$ cat src/rtl/fetch_unit_if.sv
// Fetch-stage bus: instruction-memory port plus the decode-side valid/stall handshake.
// The halted status signal exists only when FETCH_HALT_EN is defined.
`timescale 1ns/1ps
interface fetch_unit_if #(
    parameter int unsigned MEM_SPACE = 8,
    parameter int unsigned ISIZE     = 16
);
    logic [MEM_SPACE-1:0] imem_addr;
    logic [ISIZE-1:0]     imem_data;
    logic                 stall;
    logic                 redirect;
    logic [MEM_SPACE-1:0] redirect_pc;
    logic [ISIZE-1:0]     if_instr;
    logic [MEM_SPACE-1:0] if_pc;
    logic                 if_valid;
`ifdef FETCH_HALT_EN
    logic                 halted;
`endif

    // The fetch unit itself.
    modport master (
        output imem_addr,
        output if_instr,
        output if_pc,
        output if_valid,
`ifdef FETCH_HALT_EN
        output halted,
`endif
        input  imem_data,
        input  stall,
        input  redirect,
        input  redirect_pc
    );

    // Memory and decode side.
    modport slave (
        input  imem_addr,
        input  if_instr,
        input  if_pc,
        input  if_valid,
`ifdef FETCH_HALT_EN
        input  halted,
`endif
        output imem_data,
        output stall,
        output redirect,
        output redirect_pc
    );
endinterface

$ cat src/rtl/fetch_unit.sv
// Instruction fetch: PC, 1-cycle synchronous memory absorption, 1-entry skid buffer, redirects.
// Optional FETCH_HALT_EN: consuming an all-ones instruction halts fetch until redirect or reset.
`timescale 1ns/1ps
module fetch_unit #(
    parameter int unsigned          MEM_SPACE = 8,
    parameter int unsigned          ISIZE     = 16,
    parameter logic [MEM_SPACE-1:0] RESET_PC  = '0
) (
    input  logic          clk,
    input  logic          rst,
    fetch_unit_if.master  bus
);

    // EMPTY: no request in flight; STREAM: data for r_inf_pc on imem_data; HOLD: skid entry full.
    typedef enum logic [1:0] {
        ST_EMPTY  = 2'd0,
        ST_STREAM = 2'd1,
        ST_HOLD   = 2'd2
    } state_t;

    state_t               r_state;
    state_t               w_state_nxt;
    logic [MEM_SPACE-1:0] r_pc;
    logic [MEM_SPACE-1:0] w_pc_nxt;
    logic [MEM_SPACE-1:0] r_inf_pc;
    logic [MEM_SPACE-1:0] w_inf_pc_nxt;
    logic [MEM_SPACE-1:0] r_hold_pc;
    logic [MEM_SPACE-1:0] w_hold_pc_nxt;
    logic [ISIZE-1:0]     r_hold_instr;
    logic [ISIZE-1:0]     w_hold_instr_nxt;

    logic                 w_inf_valid;
    logic                 w_hold_valid;
    logic                 w_out_valid;
    logic                 w_advance;
    logic                 w_if_valid;
    logic [ISIZE-1:0]     w_sel_instr;
    logic [MEM_SPACE-1:0] w_sel_pc;
    logic [MEM_SPACE-1:0] w_pc_inc;

`ifdef FETCH_HALT_EN
    logic                 r_halted;
    logic                 w_halted_nxt;
    logic                 w_halt_hit;
`endif

    assign w_inf_valid  = (r_state != ST_EMPTY);
    assign w_hold_valid = (r_state == ST_HOLD);
    assign w_out_valid  = w_inf_valid | w_hold_valid;
    assign w_advance    = ~bus.stall | ~w_out_valid;
    assign w_pc_inc     = r_pc + MEM_SPACE'(1);

    assign w_sel_instr  = w_hold_valid ? r_hold_instr : bus.imem_data;
    assign w_sel_pc     = w_hold_valid ? r_hold_pc    : r_inf_pc;
    assign w_if_valid   = w_out_valid & ~bus.redirect;

    assign bus.imem_addr = r_pc;
    assign bus.if_valid  = w_if_valid;
    assign bus.if_instr  = w_if_valid ? w_sel_instr : '0;
    assign bus.if_pc     = w_sel_pc;

`ifdef FETCH_HALT_EN
    assign w_halt_hit  = w_if_valid & ~bus.stall & (w_sel_instr == '1);
    assign bus.halted  = r_halted;
`endif

    always_ff @(posedge clk or posedge rst) begin
        if (rst) begin
            r_state      <= ST_EMPTY;
            r_pc         <= RESET_PC;
            r_inf_pc     <= RESET_PC;
            r_hold_pc    <= RESET_PC;
            r_hold_instr <= '0;
        end else begin
            r_state      <= w_state_nxt;
            r_pc         <= w_pc_nxt;
            r_inf_pc     <= w_inf_pc_nxt;
            r_hold_pc    <= w_hold_pc_nxt;
            r_hold_instr <= w_hold_instr_nxt;
        end
    end

`ifdef FETCH_HALT_EN
    always_ff @(posedge clk or posedge rst) begin
        if (rst) begin
            r_halted <= 1'b0;
        end else begin
            r_halted <= w_halted_nxt;
        end
    end
`endif

    always_comb begin
        w_state_nxt      = r_state;
        w_pc_nxt         = r_pc;
        w_inf_pc_nxt     = r_inf_pc;
        w_hold_pc_nxt    = r_hold_pc;
        w_hold_instr_nxt = r_hold_instr;
`ifdef FETCH_HALT_EN
        w_halted_nxt     = r_halted;
`endif

        if (bus.redirect) begin
            // Wrong-path kill: in-flight read and skid entry are both dropped.
            w_state_nxt = ST_EMPTY;
            w_pc_nxt    = bus.redirect_pc;
`ifdef FETCH_HALT_EN
            w_halted_nxt = 1'b0;
`endif
        end
`ifdef FETCH_HALT_EN
        else if (r_halted | w_halt_hit) begin
            w_state_nxt  = ST_EMPTY;
            w_halted_nxt = 1'b1;
        end
`endif
        else begin
            w_inf_pc_nxt = r_pc;
            if (w_advance) begin
                w_pc_nxt = w_pc_inc;
            end
            unique case (r_state)
                ST_EMPTY: begin
                    w_state_nxt = ST_STREAM;
                end
                ST_STREAM: begin
                    if (bus.stall) begin
                        w_state_nxt      = ST_HOLD;
                        w_hold_instr_nxt = bus.imem_data;
                        w_hold_pc_nxt    = r_inf_pc;
                    end
                end
                ST_HOLD: begin
                    // While held, memory keeps re-reading r_pc so r_inf_pc stays equal to it.
                    if (!bus.stall) begin
                        w_state_nxt = ST_STREAM;
                    end
                end
                default: begin
                    w_state_nxt = ST_EMPTY;
                end
            endcase
        end
    end

endmodule
$ cat src/flat_wrapper.sv
// flat-port wrapper written by rule: the top's interface ports become plain ports
module fetch_unit_flat 
#(
    parameter int unsigned          MEM_SPACE = 8,
    parameter int unsigned          ISIZE     = 16,
    parameter logic [MEM_SPACE-1:0] RESET_PC  = '0
)
  (clk, rst, bus_imem_addr, bus_if_instr, bus_if_pc, bus_if_valid, bus_imem_data, bus_stall, bus_redirect, bus_redirect_pc);
  fetch_unit_if #(.MEM_SPACE(MEM_SPACE), .ISIZE(ISIZE)) bus_i ();
  input  logic clk;
  input  logic rst;
  output wire logic [$bits(bus_i.imem_addr)-1:0] bus_imem_addr;
  output wire logic [$bits(bus_i.if_instr)-1:0] bus_if_instr;
  output wire logic [$bits(bus_i.if_pc)-1:0] bus_if_pc;
  output wire logic [$bits(bus_i.if_valid)-1:0] bus_if_valid;
  input wire logic [$bits(bus_i.imem_data)-1:0] bus_imem_data;
  input wire logic [$bits(bus_i.stall)-1:0] bus_stall;
  input wire logic [$bits(bus_i.redirect)-1:0] bus_redirect;
  input wire logic [$bits(bus_i.redirect_pc)-1:0] bus_redirect_pc;
  assign bus_imem_addr = bus_i.imem_addr;
  assign bus_if_instr = bus_i.if_instr;
  assign bus_if_pc = bus_i.if_pc;
  assign bus_if_valid = bus_i.if_valid;
  assign bus_i.imem_data = bus_imem_data;
  assign bus_i.stall = bus_stall;
  assign bus_i.redirect = bus_redirect;
  assign bus_i.redirect_pc = bus_redirect_pc;
  fetch_unit #(.MEM_SPACE(MEM_SPACE), .ISIZE(ISIZE), .RESET_PC(RESET_PC)) u_core (.clk(clk), .rst(rst), .bus(bus_i));
endmodule
$ cat config.mk
export PLATFORM = sky130hd
export DESIGN_NAME = fetch_unit_flat
export DESIGN_NICKNAME = d
export VERILOG_FILES = /design/src/rtl/fetch_unit_if.sv /design/src/rtl/fetch_unit.sv /design/src/flat_wrapper.sv
export SDC_FILE = /design/constraint.sdc
export NUM_CORES = 1
export LEC_CHECK = 0
export ABC_AREA = 1
export BUFFER_PORTS_ARGS = -buffer_cell sky130_fd_sc_hd__buf_2
export CAP_MARGIN = 15
export CORE_ASPECT_RATIO = 2
export CORE_MARGIN = 5
export CORE_UTILIZATION = 55
export CTS_BUF_LIST = sky130_fd_sc_hd__clkbuf_8 sky130_fd_sc_hd__clkbuf_16
export DETAILED_ROUTE_END_ITERATION = 7
export PLACE_DENSITY_LB_ADDON = 0.05
export SLEW_MARGIN = 40
export SYNTH_ARGS = -nofsm -noshare
export SYNTH_HDL_FRONTEND = slang
export SYNTH_SLANG_ARGS = --single-unit
$ cat constraint.sdc
create_clock -name clk -period 2.7 [get_ports clk]
set_clock_uncertainty 0.05 [all_clocks]
set_input_delay 0.27 -clock clk [delete_from_list [all_inputs] [get_ports clk]]
set_output_delay 0.27 -clock clk [all_outputs]
set_load 0.1 [all_outputs]
==> results of run 1 <==
## worst max-delay path, delay by kind of cell, from the launching register on
kind	cells	cell delay [ns]
AOI/OAI and AO/OA	2	0.25
buffers and inverters	3	0.86
DFF	1	0.39
and+or+nand+nor	1	0.06
## per-stage QoR
stage	hold slack [ns]	worst slack [ns]	instances	setup TNS, ns	total power, mW
final	0.0443	0.524	388	0	2.17
after detailed placement	0.381	0.820	380	0	1.72
after global placement	0.380	0.844	380	0	1.71
after floorplan	0.311	-0.501	280	-4.01	1.52
after global routing	0.104	0.330	388	0	2.30
after CTS	0.0618	0.492	388	0	2.20
## metal layers
metal / GRT usage [%] / vias to the layer above / routed length, um
li1: - / 1005 / -
met1: 20.3 / 873 / 1780
met2: 34.2 / 44 / 2580
met3: 3.54 / 9 / 230
met4: 8.41 / 0 / 133
met5: 0 / - / 0
## cells by family after synthesis
logic type	count (synthesis)
flops	42
fa+ha+maj	1
compound gates	82
buf+inv	56
simple gates	99
## sequential cells by signal, indices dropped and copies added (netlist names)
| name | flops |
|---|---|
| u_core.bus.imem_addr | 8 |
| u_core.r_hold_instr | 16 |
| u_core.r_inf_pc | 8 |
| u_core.r_state | 2 |
| u_core.r_hold_pc | 8 |
## cell type report
| class | instances | area (sq um) | share of cell area, % |
|---|---|---|---|
| Sequential cell | 42 | 1050 | 37.6 |
| Multi-Input combinational cell | 182 | 966 | 34.6 |
| Timing Repair Buffer | 63 | 443 | 15.8 |
| Inverter | 41 | 164 | 5.86 |
| Clock buffer | 5 | 68.8 | 2.46 |
| Tap cell | 52 | 65.1 | 2.33 |
| Clock inverter | 3 | 37.5 | 1.34 |
## report_power, final
part | switching [mW] | total [mW] | internal [mW]
sequential | 0.0843 | 0.839 | 0.754
clock | 0.203 | 0.472 | 0.269
combinational | 0.639 | 0.862 | 0.223
total | 0.926 | 2.17 | 1.25
## final timing paths
check                                               end  slack [ns]  cells past startpoint
worst min register to register  u_core.r_hold_instr[15]        0.43                      2
worst max register to register  u_core.r_hold_instr[12]        1.22                      5
min in group clk                u_core.bus.imem_addr[2]        0.17                      3
worst min-delay path             u_core.r_hold_instr[0]        0.04                      3
worst max-delay path                    bus_if_instr[0]        0.52                      6
max in group asynchronous        u_core.r_hold_instr[3]        2.19                      3
## cell usage in the layout (no fill, tap or decap)
master / Yosys / routed
sky130_fd_sc_hd__a211oi_1: 1 / 1
sky130_fd_sc_hd__a21oi_1: 11 / 11
sky130_fd_sc_hd__a21oi_2: 9 / 9
sky130_fd_sc_hd__buf_12: 2 / 8
sky130_fd_sc_hd__buf_2: 6 / 52
sky130_fd_sc_hd__buf_4: 0 / 3
sky130_fd_sc_hd__bufinv_16: 0 / 1
sky130_fd_sc_hd__clkbuf_8: 0 / 5
sky130_fd_sc_hd__dfrtp_1: 42 / 42
sky130_fd_sc_hd__ha_1: 1 / 1
sky130_fd_sc_hd__inv_1: 37 / 39
sky130_fd_sc_hd__inv_2: 2 / 2
sky130_fd_sc_hd__inv_6: 2 / 2
sky130_fd_sc_hd__nand2_1: 71 / 71
sky130_fd_sc_hd__nand2_2: 2 / 2
sky130_fd_sc_hd__nand2_4: 2 / 2
sky130_fd_sc_hd__nand3_1: 7 / 7
sky130_fd_sc_hd__nand3_4: 1 / 1
sky130_fd_sc_hd__nand4_2: 1 / 1
sky130_fd_sc_hd__nor2_1: 14 / 14
sky130_fd_sc_hd__nor2_4: 1 / 1
sky130_fd_sc_hd__o211ai_2: 2 / 2
sky130_fd_sc_hd__o21ai_0: 24 / 24
sky130_fd_sc_hd__o21ai_1: 18 / 18
sky130_fd_sc_hd__o21ai_2: 15 / 15
sky130_fd_sc_hd__o21bai_1: 2 / 2
==> key figures, run 1 <==
Worst setup path
  • Nature of the critical path startpoint: flop
  • Critical path required time: 2.38 ns
  • Startpoint of the most critical register-to-register path: u_core.r_state[1]
  • Type of the worst setup path: flop to output pin
  • Timing startpoint of the critical path: u_core.r_state[0]
  • Critical Path Max Stage Delay: 0.43 ns
  • Arrival time reported for the critical path endpoint: 1.86 ns
  • Worst Setup End Kind: output pin
  • Crit path max fanout: 32
  • Slowest stage cell on the critical path: sky130_fd_sc_hd__buf_2
  • Cells along the critical path: inv_2 -> nand2_2 -> buf_4 -> o21ai_0 -> a21oi_1 -> buf_2

Route
  • Remaining design rule violation count: 0
  • Initial DRC count: 34
  • Number of search-and-repair iterations in the first detailed-routing pass: 4
  • ANT nets after route: 0
  • DRT Wirelength: 4.73 mm
  • Via count normalized by instance count: 4.98
  • Post-detailed-route wirelength per cell: 12.2 um
  • Via count: 1931

Cells and area
  • Number of fill cells: 353
  • Utilization after layout: 68.4%
  • Ant diodes: 0
  • Layout cell share with drive strength beyond 1: 31.5%
  • Area growth syn-to-layout: 20.4%
  • Finished Cell Area: 2800 sq um
  • Total Nets Final: 364

Clocking
  • Clock Root Buffer: sky130_fd_sc_hd__clkbuf_8
  • H-tree level count: 2
  • Inserted Clock Buffers: 5
  • Clk buf depth: 2
  • Insertion delay to the later sink of the worst-skew pair: 0.29 ns
  • Post-cts hold buffer count: 0
  • Post CTS Setup Buffer Count: 0
  • Clk sink count: 42
  • CTS resizes: 0
  • Clock tree from TritonCTS: done
  • CTS clock-pin slew for the worst setup and hold paths: 0.07 ns

Synthesis
  • Commonest cells in the netlist: 71 x sky130_fd_sc_hd__nand2_1, 42 x sky130_fd_sc_hd__dfrtp_1, 37 x sky130_fd_sc_hd__inv_1, 24 x sky130_fd_sc_hd__o21ai_0, 18 x sky130_fd_sc_hd__o21ai_1
  • Number of standard cells after synthesis: 280
  • Distinct cell type count after synthesis: 25
  • Synthesis warning total: 0
  • Share of synthesized cell area in and, or, nand and nor gates: 18.5%
  • Leading register cell type out of synthesis: sky130_fd_sc_hd__dfrtp_1
  • Post-synth EDFFs: 0
  • Dominant combinational cell family by area after synthesis: compound AO/OA/AOI/OAI gates
  • Compound-cell area share of the yosys netlist: 22.5%
  • Average cell area after synthesis: 8.29 sq um
  • Post-synthesis mux area share: 0%
  • Fraction of synthesized cell area in xor and xnor cells: 0%
  • FFs w/ async S/R, synth: 100%
  • Share of the synthesized area in the top cell type: 45.3%
  • Post-synthesis cell type with the largest combined area: sky130_fd_sc_hd__dfrtp_1
  • Syn_nets: 309
  • Area contributors post-synth: sky130_fd_sc_hd__dfrtp_1 45%, sky130_fd_sc_hd__nand2_1 11%, sky130_fd_sc_hd__inv_1 6.0%, sky130_fd_sc_hd__o21ai_2 5.7%, sky130_fd_sc_hd__o21ai_0 5.2%
  • Most frequent cell after synthesis: sky130_fd_sc_hd__nand2_1
  • Adder-cell share of the synthesized area: 0.539%
  • Sequential area share after synthesis: 45.3%
  • Synthesized area: 2320 sq um
  • Flop and latch count out of synthesis: 42

STA
  • Final number of setup-violating endpoints: 0
  • Unrepaired setup endpoints after global routing: false
  • Slew Limit Fails: 0
  • Achievable frequency: 0.460 GHz
  • Worst Max-Slew Pin Slew: 0.525 ns
  • Final hold viol count: 0
  • Headroom to the max-slew limit: 65.0%
  • Tcrit/Tclk final: 80.6%
  • Final critical-path required period: 2.18 ns

Floorplan
  • CORE AREA: 4090 sq um
  • Die footprint: 5700 sq um
  • Die height: 102 um
  • Starting utilization of the core area: 56.8%
  • Floorplan die width: 55.9 um
  • Cell Rows: 33
  • Top Ports: 61

Global routing
  • Combined global-route utilization of all metal layers: 18.5%
  • Number of global-route vias before repair: 1852
  • Global-route wire length before repair: 8.38 mm
  • Total grt overflow: 0
  • Number of antenna violations at the first check in global routing: 0
  • Largest net degree at the start of global routing: 43

Status
  • Status: finished, final reports clean

Placed design
  • HPWL Detailed: 3.66 mm
  • Number of buffers inserted by port buffering: 60
  • GP Congestion: 0.738
  • Placement-stage cell area: 2690 sq um

Flow run
  • Total of max-cap violations: 0

Pwr
  • Areal power density over the cells: 777 nW/um^2
  • Leak pwr: 1.48 nW
  • Maximum VDD drop: 0.000507 V

Min path
  • Tightest Hold Check Type: input port to async pin
Power figures use the tool's default switching activity.
==> run 2: changes to the inputs <==
ABC_AREA = 0   (was 1)
CORE_UTILIZATION = 46   (was 55)
clock period = 2 ns   (was 2.7 ns; I/O delays follow)
==> run 2 against run 1 <==
  * Cell area grew 13%
  * Combinational power grew 33%
  * Power is 37% higher
  * Final cell count shrank 12%
  * Clock power increased by 40%
  * Worst setup slack lost 0.42 ns
  * Routed wire length grew 9.0%
  * Hold slack better by 0.0087 ns
  * Area after synthesis shrank 9.3%
  * Largest cell class is now multi-input gates
  * Highest routed layer unchanged
==> key figures, run 2 <==
Synthesis
  • Syn_nets: 246
  • Synthesis warning total: 0
  • Post-synth EDFFs: 0
  • Number of standard cells after synthesis: 217
  • Sequential area share after synthesis: 49.9%
  • Most frequent cell after synthesis: sky130_fd_sc_hd__nand2_1
  • Post-synthesis cell type with the largest combined area: sky130_fd_sc_hd__dfrtp_1
  • Distinct cell type count after synthesis: 34
  • Commonest cells in the netlist: 66 x sky130_fd_sc_hd__nand2_1, 42 x sky130_fd_sc_hd__dfrtp_1, 20 x sky130_fd_sc_hd__mux2_1, 17 x sky130_fd_sc_hd__a21oi_1, 9 x sky130_fd_sc_hd__buf_2
  • Flop and latch count out of synthesis: 42
  • Share of the synthesized area in the top cell type: 49.9%
  • Average cell area after synthesis: 9.71 sq um
  • Area contributors post-synth: sky130_fd_sc_hd__dfrtp_1 50%, sky130_fd_sc_hd__nand2_1 12%, sky130_fd_sc_hd__mux2_1 11%, sky130_fd_sc_hd__a21oi_1 4.0%, sky130_fd_sc_hd__mux2_2 3.2%
  • Leading register cell type out of synthesis: sky130_fd_sc_hd__dfrtp_1
  • Synthesized area: 2110 sq um
  • FFs w/ async S/R, synth: 100%

Cells and area
  • Ant diodes: 0
  • Finished Cell Area: 3160 sq um
  • Commonest non-fill, non-tap cell in the layout: sky130_fd_sc_hd__nand2_1
  • Number of flip-flops in the largest register: 16
  • Area growth syn-to-layout: 49.8%
  • Most frequent cells in the layout: 66 x sky130_fd_sc_hd__nand2_1, 38 x sky130_fd_sc_hd__dfrtp_1, 36 x sky130_fd_sc_hd__buf_2
  • Largest register by flop count: u_core.r_hold_instr
  • Total Nets Final: 316
  • Layout cell share with drive strength beyond 1: 38.2%
  • Utilization after layout: 70.0%

Global routing
  • Combined global-route utilization of all metal layers: 17.9%
  • Number of antenna violations at the first check in global routing: 0
  • Largest net degree at the start of global routing: 32
  • Total grt overflow: 0
  • Number of global-route vias before repair: 1864
  • Global-route wire length before repair: 8.60 mm

Pwr
  • Share of power burned in registers: 39.0%
  • Part of the power in combinational logic: 38.8%
  • Leak pwr: 1.44 nW
  • Switching portion of total power: 39.5%
  • Areal power density over the cells: 943 nW/um^2
  • Maximum VDD drop: 0.000757 V
  • Internal Pwr Total: 1.80 mW
  • Switching power: 1.17 mW
  • Clock power frac: 22.2%

Placed design
  • GP Congestion: 0.718
  • Number of buffers inserted by port buffering: 60
  • HPWL Detailed: 3.91 mm
  • Placement-stage cell area: 2990 sq um

Min path
  • Tightest Hold Check Type: input port to flop

STA
  • Unrepaired setup endpoints after global routing: false
  • Tcrit/Tclk final: 94.7%
  • Final hold viol count: 0
  • Slew Limit Fails: 0
  • Achievable frequency: 0.528 GHz
  • Total Neg Setup Slack: 0 ns
  • Headroom to the max-slew limit: 67.7%
  • Worst Max-Slew Pin Slew: 0.484 ns
  • Final number of setup-violating endpoints: 0
  • Final critical-path required period: 1.89 ns

Route
  • ANT nets after route: 0
  • Via count normalized by instance count: 5.31
  • Initial DRC count: 19
  • Via count: 1820
  • Number of search-and-repair iterations in the first detailed-routing pass: 4
  • Remaining design rule violation count: 0
  • DRT Wirelength: 5.16 mm
  • Post-detailed-route wirelength per cell: 15.0 um

Floorplan
  • Floorplan die width: 57.9 um
  • Cell Rows: 35
  • Die height: 106 um
  • Die footprint: 6120 sq um
  • Top Ports: 61
  • CORE AREA: 4510 sq um
  • Starting utilization of the core area: 46.7%

Worst setup path
  • Arrival time reported for the critical path endpoint: 1.64 ns
  • Critical path required time: 1.75 ns
  • Crit path max fanout: 25
  • Nature of the critical path startpoint: flop
  • Worst Setup End Kind: output pin
  • Type of the worst setup path: flop to output pin

Clocking
  • H-tree level count: 2
  • Clk buf depth: 2
  • Inserted Clock Buffers: 5
  • Insertion delay to the later sink of the worst-skew pair: 0.29 ns
  • Clock Root Buffer: sky130_fd_sc_hd__clkbuf_8
  • Clk sink count: 42
  • CTS clock-pin slew for the worst setup and hold paths: 0.08 ns
  • Clock tree from TritonCTS: done

Flow run
  • Total of max-cap violations: 0

Status
  • Status: finished, final reports clean
## run 2: cell types whose count changed after synthesis, moves of 5 or more
cell | before | now
sky130_fd_sc_hd__a21oi_1 | 11 | 17
sky130_fd_sc_hd__a21oi_2 | 9 | 0
sky130_fd_sc_hd__buf_6 | 6 | 1
sky130_fd_sc_hd__inv_1 | 37 | 2
sky130_fd_sc_hd__mux2_1 | 0 | 20
sky130_fd_sc_hd__mux2_2 | 0 | 6
sky130_fd_sc_hd__nand2_1 | 71 | 66
sky130_fd_sc_hd__nand2b_1 | 0 | 6
sky130_fd_sc_hd__nor2_1 | 14 | 4
sky130_fd_sc_hd__nor2b_1 | 0 | 5
sky130_fd_sc_hd__o21ai_0 | 24 | 5
sky130_fd_sc_hd__o21ai_1 | 18 | 0
sky130_fd_sc_hd__o21ai_2 | 15 | 0
## run 2: cells by family (layout without fill, tap and decap cells)
kind of cell	Yosys count	in the layout	synth area share, %
AOI/OAI and AO/OA	35	35	10.2
muxes	27	27	14.4
adders and majority gates	2	2	1.07
buffers and inverters	15	86	3.92
and+or+nand+nor	95	95	20.2
DFF	42	42	49.9
xor gates and xnor gates	1	1	0.416
## run 2: layer usage
| metal | global-route usage, % | vias up | wire (um) |
|---|---|---|---|
| li1 | - | 870 | - |
| met1 | 19.4 | 904 | 1930 |
| met2 | 32.8 | 35 | 2910 |
| met3 | 3.80 | 11 | 208 |
| met4 | 6.80 | 0 | 110 |
| met5 | 0 | - | 0 |
## run 2: through the flow
step                setup WS, ns  cells  total power, mW  hold slack [ns]
finish                     0.107    343             2.98           0.0530
global route              0.0121    343             3.11           0.0438
CTS                       0.0421    338             2.99           0.0472
detailed placement         0.323    329             2.33            0.241
global placement           0.350    329             2.29            0.236
floorplan                 -0.482    217             1.97            0.270
## run 2: cell type report
type                            count  area, sq um
Fill cell                         353         1350
Multi-Input combinational cell    160         1110
Sequential cell                    42         1060
Timing Repair Buffer               76          800
Clock buffer                        5         68.8
Tap cell                           55         68.8
Clock inverter                      3         41.3
Inverter                            2         7.51
## run 2: repair_timing
| action | CTS | global route |
|---|---|---|
| hold buffers | 1 | 0 |
| endpoints found under the setup margin | 2 | 13 |
| endpoints found under the hold margin | 20 | 0 |
| pin swaps | 0 | 1 |
| resized for setup | 1 | 2 |
| buffers inserted | 0 | 5 |
## run 2: worst paths after layout
path	startpoint	endpoint	slack, ns	cells past startpoint
worst max-delay path	u_core.r_state[0]	bus_if_instr[2]	0.11	5
worst min-delay path	bus_redirect_pc[1]	u_core.bus.imem_addr[1]	0.05	3
worst max register to register	u_core.r_state[1]	u_core.r_hold_pc[0]	0.45	4
worst min register to register	u_core.r_hold_instr[6]	u_core.r_hold_instr[6]	0.44	1
max in group asynchronous	rst	u_core.r_hold_instr[4]	0.97	4
min in group asynchronous	rst	u_core.r_hold_instr[10]	0.45	3
## run 2: worst max-delay path, cell delays in order (launching register included)
cell	delay, ns
sky130_fd_sc_hd__dfrtp_2	0.45
sky130_fd_sc_hd__nand2b_1	0.14
sky130_fd_sc_hd__buf_6	0.22
sky130_fd_sc_hd__nand2_1	0.07
sky130_fd_sc_hd__a21oi_1	0.25
sky130_fd_sc_hd__buf_12	0.21
## run 2: power by group through the flow
stage                     clock, mW  sequential, mW  combinational, mW
after floorplan                   0            1.30              0.671
after global placement            0            1.16               1.13
after detailed placement          0            1.18               1.15
after CTS                     0.681            1.16               1.15
after global routing          0.715            1.18               1.21
final                         0.661            1.16               1.15
